`src/rtl/ni_class_router.sv`:
```
`default_nettype none
// ============================================================================
//  Module   : ni_class_router
//  Brief    : N-input, single-output two-class router stage. Round-robin per
//             class into a priority FIFO and a regular FIFO; priority drains
//             first. Optional macro STARVE_GUARD_EN forces a regular read after
//             MAX_STARVE consecutive priority reads.
//  Revision : 1.0
// ============================================================================

module ni_class_fifo #(
  parameter int DATA_W = 16,
  parameter int DEPTH  = 8
) (
  input  logic                         clk,
  input  logic                         rst,
  input  logic                         i_wr,
  input  logic [DATA_W-1:0]            i_wdata,
  input  logic                         i_rd,
  output logic [DATA_W-1:0]            o_head,
  output logic                         o_full,
  output logic                         o_empty,
  output logic [$clog2(DEPTH+1)-1:0]   o_count
);
  localparam int c_PTR_W = $clog2(DEPTH);
  localparam int c_CNT_W = $clog2(DEPTH+1);

  logic [DATA_W-1:0]  r_mem [DEPTH];
  logic [c_PTR_W-1:0] r_wptr;
  logic [c_PTR_W-1:0] r_rptr;
  logic [c_CNT_W-1:0] r_count;
  logic               w_wr;
  logic               w_rd;

  assign o_full  = (r_count == c_CNT_W'(DEPTH));
  assign o_empty = (r_count == '0);
  assign o_count = r_count;
  assign o_head  = r_mem[r_rptr];
  // Full is judged before the same-cycle read, so a full FIFO never takes a write.
  assign w_wr    = i_wr & ~o_full;
  assign w_rd    = i_rd & ~o_empty;

  always_ff @(posedge clk) begin
    if (w_wr) r_mem[r_wptr] <= i_wdata;
  end

  always_ff @(posedge clk) begin
    if (!rst) begin
      r_wptr  <= '0;
      r_rptr  <= '0;
      r_count <= '0;
    end else begin
      if (w_wr) r_wptr <= r_wptr + 1'b1;
      if (w_rd) r_rptr <= r_rptr + 1'b1;
      case ({w_wr, w_rd})
        2'b10:   r_count <= r_count + 1'b1;
        2'b01:   r_count <= r_count - 1'b1;
        default: r_count <= r_count;
      endcase
    end
  end
endmodule

module ni_class_router #(
  parameter int         NUM_IN     = 3,
  parameter int         DATA_W     = 16,
  parameter int         FIFO_DEPTH = 8,
  parameter logic [2:0] PRIO_HEAD  = 3'b001,
  parameter int         MAX_STARVE = 4
) (
  input  logic                                clk,
  input  logic                                rst,
  input  logic [NUM_IN*DATA_W-1:0]            input_data,
  input  logic [NUM_IN-1:0]                   input_req,
  output logic [NUM_IN-1:0]                   input_bussy,
  output logic [DATA_W-1:0]                   output_data,
  output logic                                output_req,
  input  logic                                output_bussy,
  output logic [$clog2(FIFO_DEPTH+1)-1:0]     prio_count,
  output logic [$clog2(FIFO_DEPTH+1)-1:0]     reg_count
);
  localparam int c_IDX_W = $clog2(NUM_IN);

  logic [NUM_IN-1:0]  w_req_prio;
  logic [NUM_IN-1:0]  w_req_reg;
  logic [NUM_IN-1:0]  w_gnt_prio;
  logic [NUM_IN-1:0]  w_gnt_reg;
  logic [c_IDX_W-1:0] r_rr_prio;
  logic [c_IDX_W-1:0] r_rr_reg;
  logic [c_IDX_W-1:0] w_rr_prio_nxt;
  logic [c_IDX_W-1:0] w_rr_reg_nxt;
  logic [DATA_W-1:0]  w_wdata_prio;
  logic [DATA_W-1:0]  w_wdata_reg;
  logic [DATA_W-1:0]  w_head_prio;
  logic [DATA_W-1:0]  w_head_reg;
  logic               w_full_prio;
  logic               w_full_reg;
  logic               w_empty_prio;
  logic               w_empty_reg;
  logic               w_force_reg;
  logic               w_sel_prio;
  logic               w_pop;
  logic               w_pop_prio;
  logic               w_pop_reg;

  // Grant the requester with the smallest wrapped distance from the pointer.
  function automatic logic [NUM_IN-1:0] rr_pick(input logic [NUM_IN-1:0] req,
                                                input logic [c_IDX_W-1:0] ptr);
    logic [NUM_IN-1:0] gnt;
    int best;
    gnt  = '0;
    best = NUM_IN;
    for (int i = 0; i < NUM_IN; i++) begin
      if (req[i] && (((i + NUM_IN - int'(ptr)) % NUM_IN) < best))
        best = (i + NUM_IN - int'(ptr)) % NUM_IN;
    end
    for (int i = 0; i < NUM_IN; i++) begin
      gnt[i] = req[i] && (((i + NUM_IN - int'(ptr)) % NUM_IN) == best);
    end
    return gnt;
  endfunction

  always_comb begin
    w_req_prio = '0;
    w_req_reg  = '0;
    for (int i = 0; i < NUM_IN; i++) begin
      if (input_data[i*DATA_W + DATA_W - 1 -: 3] == PRIO_HEAD)
        w_req_prio[i] = rst & input_req[i] & ~w_full_prio;
      else
        w_req_reg[i]  = rst & input_req[i] & ~w_full_reg;
    end
  end

  assign w_gnt_prio  = rr_pick(w_req_prio, r_rr_prio);
  assign w_gnt_reg   = rr_pick(w_req_reg,  r_rr_reg);
  assign input_bussy = input_req & ~(w_gnt_prio | w_gnt_reg);

  always_comb begin
    w_wdata_prio  = '0;
    w_wdata_reg   = '0;
    w_rr_prio_nxt = r_rr_prio;
    w_rr_reg_nxt  = r_rr_reg;
    for (int i = 0; i < NUM_IN; i++) begin
      if (w_gnt_prio[i]) begin
        w_wdata_prio  = input_data[i*DATA_W +: DATA_W];
        w_rr_prio_nxt = c_IDX_W'((i + 1) % NUM_IN);
      end
      if (w_gnt_reg[i]) begin
        w_wdata_reg  = input_data[i*DATA_W +: DATA_W];
        w_rr_reg_nxt = c_IDX_W'((i + 1) % NUM_IN);
      end
    end
  end

  always_ff @(posedge clk) begin
    if (!rst) begin
      r_rr_prio <= '0;
      r_rr_reg  <= '0;
    end else begin
      r_rr_prio <= w_rr_prio_nxt;
      r_rr_reg  <= w_rr_reg_nxt;
    end
  end

  ni_class_fifo #(.DATA_W(DATA_W), .DEPTH(FIFO_DEPTH)) u_fifo_prio (
    .clk     (clk),
    .rst     (rst),
    .i_wr    (|w_gnt_prio),
    .i_wdata (w_wdata_prio),
    .i_rd    (w_pop_prio),
    .o_head  (w_head_prio),
    .o_full  (w_full_prio),
    .o_empty (w_empty_prio),
    .o_count (prio_count)
  );

  ni_class_fifo #(.DATA_W(DATA_W), .DEPTH(FIFO_DEPTH)) u_fifo_reg (
    .clk     (clk),
    .rst     (rst),
    .i_wr    (|w_gnt_reg),
    .i_wdata (w_wdata_reg),
    .i_rd    (w_pop_reg),
    .o_head  (w_head_reg),
    .o_full  (w_full_reg),
    .o_empty (w_empty_reg),
    .o_count (reg_count)
  );

`ifdef STARVE_GUARD_EN
  localparam int c_STARVE_W = $clog2(MAX_STARVE + 1);
  logic [c_STARVE_W-1:0] r_starve;

  assign w_force_reg = (r_starve == c_STARVE_W'(MAX_STARVE)) & ~w_empty_reg;

  always_ff @(posedge clk) begin
    if (!rst) begin
      r_starve <= '0;
    end else if (w_empty_reg || w_pop_reg) begin
      r_starve <= '0;
    end else if (w_pop_prio) begin
      r_starve <= r_starve + 1'b1;
    end
  end
`else
  assign w_force_reg = 1'b0;
`endif

  // Output is held quiet while reset is asserted so nothing pops mid-reset.
  assign w_sel_prio  = ~w_empty_prio & ~w_force_reg;
  assign output_req  = rst & (w_sel_prio | ~w_empty_reg);
  assign w_pop       = output_req & ~output_bussy;
  assign w_pop_prio  = w_pop & w_sel_prio;
  assign w_pop_reg   = w_pop & ~w_sel_prio;
  assign output_data = !output_req ? '0 : (w_sel_prio ? w_head_prio : w_head_reg);

endmodule
`default_nettype wire

```
`config.mk`:
```
export PLATFORM = sky130hd
export DESIGN_NAME = ni_class_router
export DESIGN_NICKNAME = d
export VERILOG_FILES = /design/src/rtl/ni_class_router.sv
export SDC_FILE = /design/constraint.sdc
export NUM_CORES = 1
export LEC_CHECK = 0
export BUFFER_PORTS_ARGS = -buffer_cell sky130_fd_sc_hd__buf_2
export CAP_MARGIN = 20
export CORE_AREA = 2 2 183 185
export CTS_CLUSTER_DIAMETER = 200
export DETAILED_ROUTE_END_ITERATION = 12
export DIE_AREA = 0 0 185 187
export GPL_TIMING_DRIVEN = 1
export SETUP_SLACK_MARGIN = 0.4
export SLEW_MARGIN = 15
export SYNTH_ARGS = -nofsm -noshare
export SYNTH_HDL_FRONTEND = slang
export SYNTH_SLANG_ARGS = --single-unit
export TNS_END_PERCENT = 1
```
`constraint.sdc`:
```
create_clock -name clk -period 14.2 [get_ports clk]
set_clock_uncertainty 0.05 [all_clocks]
set_input_delay 3.55 -clock clk [delete_from_list [all_inputs] [get_ports clk]]
set_output_delay 3.55 -clock clk [all_outputs]
set_load 0.02 [all_outputs]
```
Word level (Yosys, flattened, before mapping)
Memory sizes are Yosys's and may differ from the RTL's. A register that Yosys moved wholly into a read port is not among the register bits.
Index checks and enable logic that the tools add are counted.
Widths: inputs -> output; s select.
- $add $sub $neg: 14
- divide/modulo/power cells: 6
- magnitude comparators: 6
- equal/unequal tests: 15
- muxes and demuxes: 34
- bitwise logic cells: 27
- reductions and logical operators: 24
- operators with widths (kind ; number):
    $eq 32x32->1 ; 6
    $mod 32x3->32 const B ; 6
    $mux 32 ; 6
    $lt 32x32->1 ; 4
    $mux 16 ; 8
    $lt 32x3->1 const B ; 2
    $and 1x1->1 ; 17
    $pmux 4 s2 ; 2
    $sub 3x2->4 const A ; 4
    $add 3x1->3 const B ; 4
    $logic_and 1x1->1 ; 12
    $mux 3 ; 4
    $reduce_or 3->1 ; 4
    $mux 1 ; 10
    $eq 3x1->1 const B ; 3
    $add 4x1->4 const B ; 2
    $eq 4x4->1 const B ; 2
    $logic_not 4->1 ; 2
    $mux 2 ; 4
    $reduce_bool 2->1 ; 4
    $sub 4x1->4 const B ; 2
    $not 1->1 ; 6
    $sub 2x2->3 const A ; 2
    $eq 2x1->1 const B ; 2
    6 further kinds ; 8
- flip-flop bits (word level): 24
- memory bits (writable): 256
- input port bits: 54
- output and inout port bits: 28
- logic and storage cells: 138
- memories: 2
- memories (name ; depth ; bits a word ; read ports ; clocked after Yosys merged registers in ; write ports ; line ; RTL):
    u_fifo_prio.r_mem ; 8 ; 16 ; 1 ; 1 ; 1 ; 28 ; logic [DATA_W-1:0] r_mem [DEPTH];
    u_fifo_reg.r_mem ; 8 ; 16 ; 1 ; 1 ; 1 ; 28 ;

Depth between registers and ports, before layout
Gate-level depths: netlist of the first run.
- depth in word-level cells: 18
- mapped depth: 32
- mapped depth without buffers: 29

Modules after synthesis
Synthesis of the first run repeated with hierarchy kept, for this count alone.
- cells, all modules: 1033
- area, all modules: 14476.4 um2
- modules (own cells, without submodules) (module ; instances ; cells each ; area each (um2) ; seq. area each (um2)):
    ni_class_fifo ; 2 ; 259 ; 5487.8 ; 4103.9
    ni_class_router ; 1 ; 515 ; 3500.9 ; 80.1

Worst setup path before layout of the first run
OpenSTA, ideal clock, no wires.
- path kind: input port to output port
- start point: input port input_data[14]
- end point: output port input_bussy[1]
- arrival time: 8.479 ns
- required time: 10.600 ns
- setup slack: 2.121 ns
- stages: 22
- buffers on the path: 2
- path through: or3b_1 > or4b_1 > nand2b_1 > inv_1 > ha_1 > inv_1 > or3_1 > o32ai_1 > o21ai_4 > nand2_1 > ha_1 > a211o_1 > or4_1 > o21bai_1 > a31oi_1 > o22a_1 > nor2b_2 > buf_6 > mux2i_2 > o221ai_2 > buf_2 > and3_1
- longest elaborated chain between the ends: 15
- elaborated cells on any way between the ends: 26
- those cells by class: order compare (4); eq/ne (3); mux (8); bitwise (3); reduce/logical (8)
- ends and longest elaborated chain (element ; line ; RTL):
    start, declared ; 73 ; input logic [NUM_IN*DATA_W-1:0] input_data,
    $eq 3x1->1 * ; 127 ; if (input_data[i*DATA_W + DATA_W - 1 -: 3] == PRIO_HEAD)
    $mux 1 ; 127 ;
    $logic_and 1x1->1 ; 114 ; if (req[i] && (((i + NUM_IN - int'(ptr)) % NUM_IN) < best))
    $mux 32 ; 114 ;
    $lt 32x32->1 ; 114 ;
    $logic_and 1x1->1 ; 114 ;
    $mux 32 ; 114 ;
    $lt 32x32->1 ; 114 ;
    $logic_and 1x1->1 ; 114 ;
    $mux 32 ; 114 ;
    $eq 32x32->1 ; 118 ; gnt[i] = req[i] && (((i + NUM_IN - int'(ptr)) % NUM_IN) == best);
    $logic_and 1x1->1 ; 118 ;
    $or 3x3->3 * ; 136 ; assign input_bussy = input_req & ~(w_gnt_prio | w_gnt_reg);
    $not 3->3 * ; 136 ;
    $and 3x3->3 * ; 136 ;
    end, declared ; 75 ; output logic [NUM_IN-1:0] input_bussy,
Mark *: on every way between the ends. The rest lies on a longest branch, timed or not.

Final worst setup path of the first run
- start point: input port input_data[14]
- end point: output port input_bussy[0]
The elaborated chain is that of the path after synthesis.

==> results of run 1 <==
==> worst max-delay path, stage by stage <==
cell,delay (ns)
buf_2,0.10
or3b_1,0.45
or4b_1,0.58
nand2b_1,0.23
inv_1,0.07
ha_1,0.16
inv_1,0.06
or3_1,0.34
o32ai_1,0.38
o21ai_4,0.14
nand2_1,0.09
ha_1,0.24
a211o_1,0.31
or4_1,0.39
o21bai_1,0.18
nand2_1,0.11
nor4_2,0.30
nor2b_2,0.18
a211o_1,0.35
a21o_1,0.23
and3_1,0.19
buf_2,0.15
==> cells in the final DEF, fill, tap and decap left out, drive strengths merged, types with 10 or more instances in the layout <==
master  synthesis  final
a211oi         33     33
a21oi          24     24
a31oi          17     17
buf            32    107
clkbuf         25     46
conb            1     16
dfxtp          30     30
edfxtp        256    256
ha             58     58
inv            36     36
mux2i          28     28
mux4           64     64
nand2          87     87
nand3          17     17
nand4          10     10
nor2           50     50
nor2b          23     23
nor3           12     12
o21ai          41     41
o2bb2a         16     16
or3            10     10
==> stage by stage <==
step                utilization  cells  power, mW  hold slack [ns]  instance area (sq um)
global route              0.499   1575       2.18            0.535                  16400
finish                    0.499   1575       2.09            0.494                  16400
detailed placement        0.471   1523       1.39            0.480                  15500
global placement          0.471   1523       1.39            0.461                  15500
CTS                       0.499   1575       2.11            0.499                  16400
floorplan                     -   1027       1.26            0.435                  14600
==> cell type report <==
type / instances / area [sq um]
well taps: 448 / 561
multi-input cells: 646 / 5900
inverters: 36 / 138
clock buffers: 46 / 841
fillers: 2843 / 16500
repair buffers: 107 / 601
clock inverters: 6 / 57.6
flip-flops and latches: 286 / 8290
==> worst max-delay path by stage <==
stage / from / slack (ns) / end
2_1_floorplan: input_data[14] / 2.12 / input_bussy[1]
4_1_cts: input_data[14] / 1.83 / input_bussy[0]
3_5_place_dp: input_data[14] / 1.86 / input_bussy[0]
3_3_place_gp: input_data[14] / 1.89 / input_bussy[0]
6_report: input_data[14] / 1.80 / input_bussy[0]
5_1_grt: input_data[14] / 1.55 / input_bussy[0]
==> where the power goes <==
part | total, mW | switching (mW) | internal [mW] | leakage, nW
logic | 0.370 | 0.226 | 0.143 | 2.58
clock network | 0.717 | 0.296 | 0.421 | 0.437
registers | 1.00 | 0.0283 | 0.974 | 2.58
==> layer usage <==
metal / up-vias / GRT usage / routed length [microns]
met5: - / 0 / 0
met4: 0 / 0.0437 / 591
met3: 45 / 0.0238 / 2240
met2: 310 / 0.323 / 16100
met1: 4471 / 0.282 / 14700
li1: 4155 / - / -
==> cell families after synthesis <==
family	Yosys count
flops	286
other cells	1
simple gates	263
compound gates	197
mux	94
buf+inv	95
fa+ha+maj	58
xor+xnor	18
==> flow_summary.ini, run 1 <==
[finish]
reg_top3 = u_fifo_prio.r_mem x128, u_fifo_reg.r_mem x128
nets = 1217
drive_gt1_frac = 0.247
syn_to_final_growth_pct = 13.0
antennaDiodeCount = 0

[yosys]
synth_common_cells = edfxtp_1 (256), nand2_1 (86), mux4_2 (64), ha_1 (58), nor2_1 (47)
synthAdderAreaFrac = 0.0500
ys_seq_elements = 286
synth_area_sq_mm = 0.0145
yosys_warnings = 0
synth_compound_gate_area_share = 0.115
yosysUniqueCellTypes = 103
netlist.top_cell.by_area = edfxtp_1
async_reset_ff_frac = 0
synth_simple_gate_area_frac = 0.100
synthMuxAreaShare = 0.121
synthFlopType = edfxtp_1
syn_avg_cell_area_sq_um = 14.3
synth_area_leaders = edfxtp_1 (53%), mux4_2 (9.9%), ha_1 (5.0%), dfxtp_1 (4.1%), nand2_1 (2.2%)
syn_inst = 1012
yosysSeqAreaShare = 0.572
synth_edf_count = 256
synth_xor_xnor_area_share = 0.0109
synth.most_common_cell = edfxtp_1
synth_top_family_by_area = multiplexers
yosysTopAreaCellShare = 0.530

[sta]
slew-limit-headroom = 0.298
max_clock_freq_ghz = 0.0807
hold_violations = 0
rsz0062_at_grt = no
final.setup.tns_ns = 0
setup_viol = 0
slew_viol_final = 0
worstMarginPinSlew_ns = 1.04
setup_ws_ns = 1.80
fin_crit_sh = 0.873
finalCriticalPeriod_ns = 12.40

[setup_path]
rrSetupSlack_ns = 6.77
arrival_ns = 8.80
cp-end-kind = output port
rr_worst_depth = 28
path_max_fanout = 9
startpoint_type = input port
criticalPathCategory = input port to output port
r2r-end = u_fifo_prio.o_count[2]
timing.rr.start = r_rr_prio[0]
cp.required_ns = 10.60

[grt]
overflow = 0
grt_pass1_vias = 9134
grt_pass1_wl_microns = 52300
grt_max_degree = 37
gr-usage-all-layers = 0.197
antenna_found_initial = 1

[route]
num_vias = 8981
wl_microns = 33600
via_per_inst = 5.70
ant_nets = 0
wl_per_cell_microns = 21.4
first_iter_violations = 647
drt-pass1-iter-count = 7
drc = 0

[clocking]
clkLatencyLatePin_ns = 0.53
clk_pin_slew_ns = 0.06
cts-root-buf = clkbuf_16
tritoncts = done
cts_buffers = 28
clockBufferDepth = 3
htree_levels = 1
hold_buffers = 0
post_cts_resized = 0
postCtsSetupRepairBufs = 0
clock-sinks = 286

[die]
floorplan.initialDensity = 0.441
pin_count = 82
die_area_sq_mm = 0.0346
rows = 67
fp.dieW_microns = 185
core_sq_mm = 0.0329
die_height_microns = 187

[min_path]
min_to = u_fifo_reg.r_rptr[1]
holdPathStages = 2
hold_path.class = flop to flop
hold_start = u_fifo_reg.r_rptr[1]

[place]
portBuffers = 81
pre_cts_slack_ns = 1.86
hpwlAfterDp_microns = 22000
gp_congestion = 0.848

[power]
pwr_density_cell_mw_per_mm2 = 127
p_leak_nw = 5.60
ir_drop_v = 0.0000741

[flow_run]
maxCapViolations = 0

[status]
status = finished, final reports clean
(Power assumes the default switching activity.)
==> run 2: changes to the inputs <==
--- a/config.mk
+++ b/config.mk
@@ -5,8 +5,8 @@
 export SDC_FILE = /design/constraint.sdc
 export NUM_CORES = 1
 export LEC_CHECK = 0
+export ABC_AREA = 1
 export BUFFER_PORTS_ARGS = -buffer_cell sky130_fd_sc_hd__buf_2
-export CAP_MARGIN = 20
 export CORE_AREA = 2 2 183 185
 export CTS_CLUSTER_DIAMETER = 200
 export DETAILED_ROUTE_END_ITERATION = 12
==> flow_summary.ini, run 2 <==
[sta]
rsz0062_at_grt = no
final.setup.tns_ns = 0
finalCriticalPeriod_ns = 11.93
setup_ws_ns = 2.27
setup_viol = 0
fin_crit_sh = 0.840
worstMarginPinSlew_ns = 0.978
hold_violations = 0
max_clock_freq_ghz = 0.0838
slew_viol_final = 0
slew-limit-headroom = 0.347

[setup_path]
cpMostUsedCell = nand2_1
path_max_fanout = 20
r2r-end = u_fifo_prio.r_mem[2][13]
cp.required_ns = 10.60
cp-end-kind = output port
slowest_stage = nand2_2
rr_worst_depth = 36
slowest_delay_ns = 0.38
arrival_ns = 8.33
criticalPathCategory = input port to output port
cp-startpoint = rst
rrSetupSlack_ns = 7.39
timing.rr.start = r_rr_prio[1]
startpoint_type = input port

[grt]
antenna_found_initial = 0
grt_pass1_wl_microns = 57900
grt_pass1_vias = 10300
grt_max_degree = 66
overflow = 0
gr-usage-all-layers = 0.217

[route]
num_vias = 10900
ant_nets = 0
drt-pass1-iter-count = 7
first_iter_violations = 930
drc = 0
via_per_inst = 5.51
wl_per_cell_microns = 19.2
wl_microns = 37800

[min_path]
min_to = u_fifo_prio.r_rptr[0]
holdPathStages = 1
hold_start = u_fifo_prio.r_rptr[0]
hold_path.class = flop to flop

[yosys]
synth_edf_count = 256
ys_seq_elements = 286
syn_inst = 1424
yosysUniqueCellTypes = 48
synthFlopType = edfxtp_1
synth_area_sq_mm = 0.0145
async_reset_ff_frac = 0
synth_area_leaders = edfxtp_1 (53%), nand2_1 (5.1%), ha_1 (5.0%), nor2_1 (5.0%), dfxtp_1 (4.1%)
syn_avg_cell_area_sq_um = 10.2
synth.most_common_cell = edfxtp_1
yosysTopAreaCellShare = 0.529
yosysSeqAreaShare = 0.570
synth_common_cells = edfxtp_1 (256), nand2_1 (198), nor2_1 (193), inv_1 (119), nand3_1 (117)
yosys_warnings = 0
netlist.top_cell.by_area = edfxtp_1

[die]
rows = 67
floorplan.initialDensity = 0.443
die_area_sq_mm = 0.0346
core_sq_mm = 0.0329
die_height_microns = 187
pin_count = 82
fp.dieW_microns = 185

[clocking]
htree_levels = 1
clockBufferDepth = 3
clkLatencyLatePin_ns = 0.56
cts-root-buf = clkbuf_16
post_cts_resized = 0
clk_pin_slew_ns = 0.06
postCtsSetupRepairBufs = 0
hold_buffers = 0
clock-sinks = 286
cts_buffers = 31
tritoncts = done

[power]
pwr_density_cell_mw_per_mm2 = 132
p_leak_nw = 6.35
ir_drop_v = 0.000119

[finish]
nets = 1608
syn_to_final_growth_pct = 12.2
antennaDiodeCount = 0
final_cell_mix = edfxtp_1 (256), nand2_1 (198), nor2_1 (193)
num-fill-cells = 3091
drive_gt1_frac = 0.129
final_area_sq_mm = 0.0163
reg_top3 = u_fifo_prio.r_mem x128, u_fifo_reg.r_mem x128
final_common_cell = edfxtp_1

[place]
place_area_sq_mm = 0.0153
pre_cts_slack_ns = 2.30
gp_congestion = 0.902
hpwlAfterDp_microns = 24400
portBuffers = 81

[flow_run]
maxCapViolations = 0

[status]
status = finished, final reports clean
-- run 2: final cells by class --
| class | count | area, sq um | area share |
|---|---|---|---|
| inverters | 131 | 492 | 0.0301 |
| well taps | 448 | 561 | 0.0343 |
| multi-input cells | 956 | 5510 | 0.337 |
| repair buffers | 90 | 473 | 0.0290 |
| clock inverters | 22 | 179 | 0.0110 |
| clock buffers | 36 | 825 | 0.0505 |
| flip-flops and latches | 286 | 8290 | 0.508 |
-- run 2: worst max-delay path: cells and delay by family --
family | cells | cell delay [ns]
AND/OR/NAND/NOR | 24 | 2.87
buffers and inverters | 7 | 1.00
adder cells (fa/ha/maj) | 2 | 0.50
AO/OA/AOI/OAI | 2 | 0.39
-- run 2: logic make-up after synthesis --
kind of cell    synth area share
simple gates               0.184
compound gates             0.112
other cells             0.000258
flops                      0.570
xor+xnor                 0.00602
buf+inv                   0.0559
fa+ha+maj                 0.0499
mux                       0.0220
-- run 2: how the worst max path moves through the flow --
stage                     end  slack (ns)  depth (start not counted)
2_1_floorplan  input_bussy[0]        3.17                         35
3_3_place_gp   input_bussy[2]        2.40                         35
3_5_place_dp   input_bussy[2]        2.30                         35
4_1_cts        input_bussy[2]        2.29                         35
5_1_grt        input_bussy[2]        1.78                         35
6_report       input_bussy[2]        2.27                         35
-- run 2: layer usage --
| metal | vias up | GRT usage | routed length, microns |
|---|---|---|---|
| met5 | - | 0 | 0 |
| li1 | 5197 | - | - |
| met4 | 0 | 0.0592 | 935 |
| met1 | 5212 | 0.314 | 16800 |
| met3 | 53 | 0.0327 | 2870 |
| met2 | 391 | 0.340 | 17200 |
-- run 2: stage by stage --
stage	hold slack (ns)	total power [mW]	util	cells
final	0.435	2.16	0.497	1969
after global routing	0.477	2.25	0.497	1969
after floorplan	0.383	1.27	-	1439
after global placement	0.399	1.39	0.466	1911
after CTS	0.439	2.17	0.497	1969
after detailed placement	0.409	1.39	0.466	1911
-- run 2: report_power, final --
| group | switching, mW | internal, mW | total (mW) |
|---|---|---|---|
| clock | 0.330 | 0.452 | 0.783 |
| sequential | 0.0140 | 0.958 | 0.972 |
| combinational | 0.289 | 0.116 | 0.405 |
==> run 3: changes to the inputs <==
==> constraint.sdc (replaced) <==
create_clock -name clk -period 12.1 [get_ports clk]
set_clock_uncertainty 0.05 [all_clocks]
set_input_delay 3.025 -clock clk [delete_from_list [all_inputs] [get_ports clk]]
set_output_delay 3.025 -clock clk [all_outputs]
set_load 0.02 [all_outputs]
==> flow_summary.ini, run 3 (same netlist as run 2, synthesis figures left out) <==
[setup_path]
path_max_fanout = 20
worst-path-stages = 35
slowest_delay_ns = 0.40
rr_worst_depth = 36
criticalPathCategory = input port to output port
cp-end-kind = output port
cp.buffers_inverters = 7
startpoint_type = input port
arrival_ns = 7.83
cp.required_ns = 9.02
cpLargestDelayFamily = simple AND/OR/NAND/NOR gates
cpMostUsedCell = nand2_1
slowest_stage = nand2_2
timing.rr.start = r_rr_prio[1]
rrSetupSlack_ns = 5.25
cp-startpoint = rst

[route]
drc = 0
drt-pass1-iter-count = 5
wl_per_cell_microns = 19.1
first_iter_violations = 1075
ant_nets = 0
wl_microns = 37500
num_vias = 10800
via_per_inst = 5.48

[sta]
finalCriticalPeriod_ns = 10.91
fin_crit_sh = 0.901
hold_violations = 0
final.setup.tns_ns = 0
rsz0062_at_grt = no
max_clock_freq_ghz = 0.0917
slew-limit-headroom = 0.237
setup_viol = 0
slew_viol_final = 0
worstMarginPinSlew_ns = 1.14

[power]
ir_drop_v = 0.000104
clkPwrFrac = 0.356
comb_power_share = 0.188
p_switching_mw = 0.726
internal_power_mw = 1.78
pwr_density_cell_mw_per_mm2 = 154
power.share.switching = 0.289
pwr-share-seq = 0.455
p_leak_nw = 6.34

[grt]
grt_pass1_vias = 10200
antenna_found_initial = 0
overflow = 0
gr-usage-all-layers = 0.215
grt_max_degree = 66
grt_pass1_wl_microns = 57500

[clocking]
hold_buffers = 0
clock-sinks = 286
clockBufferDepth = 3
htree_levels = 1
cts-root-buf = clkbuf_16
cts_buffers = 29
tritoncts = done
clkLatencyLatePin_ns = 0.53
postCtsSetupRepairBufs = 0
post_cts_resized = 0
clk_pin_slew_ns = 0.07

[finish]
num-fill-cells = 3061
final_common_cell = edfxtp_1
nets = 1605
reg_top3 = u_fifo_prio.r_mem x128, u_fifo_reg.r_mem x128
final_cell_mix = edfxtp_1 (256), nand2_1 (198), nor2_1 (193)
syn_to_final_growth_pct = 12.0
antennaDiodeCount = 0
drive_gt1_frac = 0.125
utilization = 0.496

[place]
portBuffers = 81
hpwlAfterDp_microns = 24500
gp_congestion = 0.890

[min_path]
hold_path.class = flop to flop
holdPathStages = 2
hold_start = u_fifo_prio.r_rptr[2]

[die]
pin_count = 82
floorplan.initialDensity = 0.443
core_sq_mm = 0.0329
die_height_microns = 187
die_area_sq_mm = 0.0346
rows = 67
fp.dieW_microns = 185

[flow_run]
maxCapViolations = 0

[status]
status = finished, final reports clean
run 3: area by class of cell:
type	count	area, sq um	share of cell area
Sequential cell	286	8290	0.509
Multi-Input combinational cell	956	5510	0.338
Clock buffer	36	858	0.0527
Tap cell	448	561	0.0344
Inverter	131	492	0.0302
Timing Repair Buffer	89	465	0.0286
Clock inverter	17	110	0.00676
run 3: through the flow:
step	worst slack, ns	cell area, sq um	total power [mW]	hold WS [ns]	cells
floorplan	2.12	14600	1.48	0.383	1439
global placement	1.34	15300	1.63	0.398	1910
detailed placement	1.25	15300	1.63	0.402	1910
CTS	1.24	16300	2.52	0.415	1963
global route	0.715	16300	2.62	0.454	1963
finish	1.19	16300	2.51	0.415	1963
run 3: final timing paths:
kind / endpoint
worst max-delay path: input_bussy[2]
worst min-delay path: u_fifo_prio.r_rptr[2]
worst max register to register: u_fifo_prio.r_mem[4][0]
worst min register to register: u_fifo_prio.r_rptr[2]
run 3: power groups by stage:
stage                     clock [mW]  sequential, mW  combinational (mW)
after global placement             0            1.16               0.468
after global routing           0.949            1.15               0.521
after floorplan                    0            1.16               0.322
after CTS                      0.908            1.14               0.471
final                          0.894            1.14               0.473
after detailed placement           0            1.16               0.470
run 3: metal layers:
metal  part of all wire  global-route usage  up-vias  wire, microns
li1                   -                   -     5197              -
met3              0.068              0.0276       48           2550
met1               0.46               0.316     5158          17300
met5                  0                   0        -              0
met4              0.015              0.0449        0            567
met2               0.46               0.342      363          17100
run 3: worst reg2reg max path, delay by kind of cell, from the launching register on:
family,cells,cell delay (ns)
simple gates,23,3.07
buf+inv,6,1.24
fa+ha+maj,3,0.98
compound gates,4,0.62
flops,1,0.48
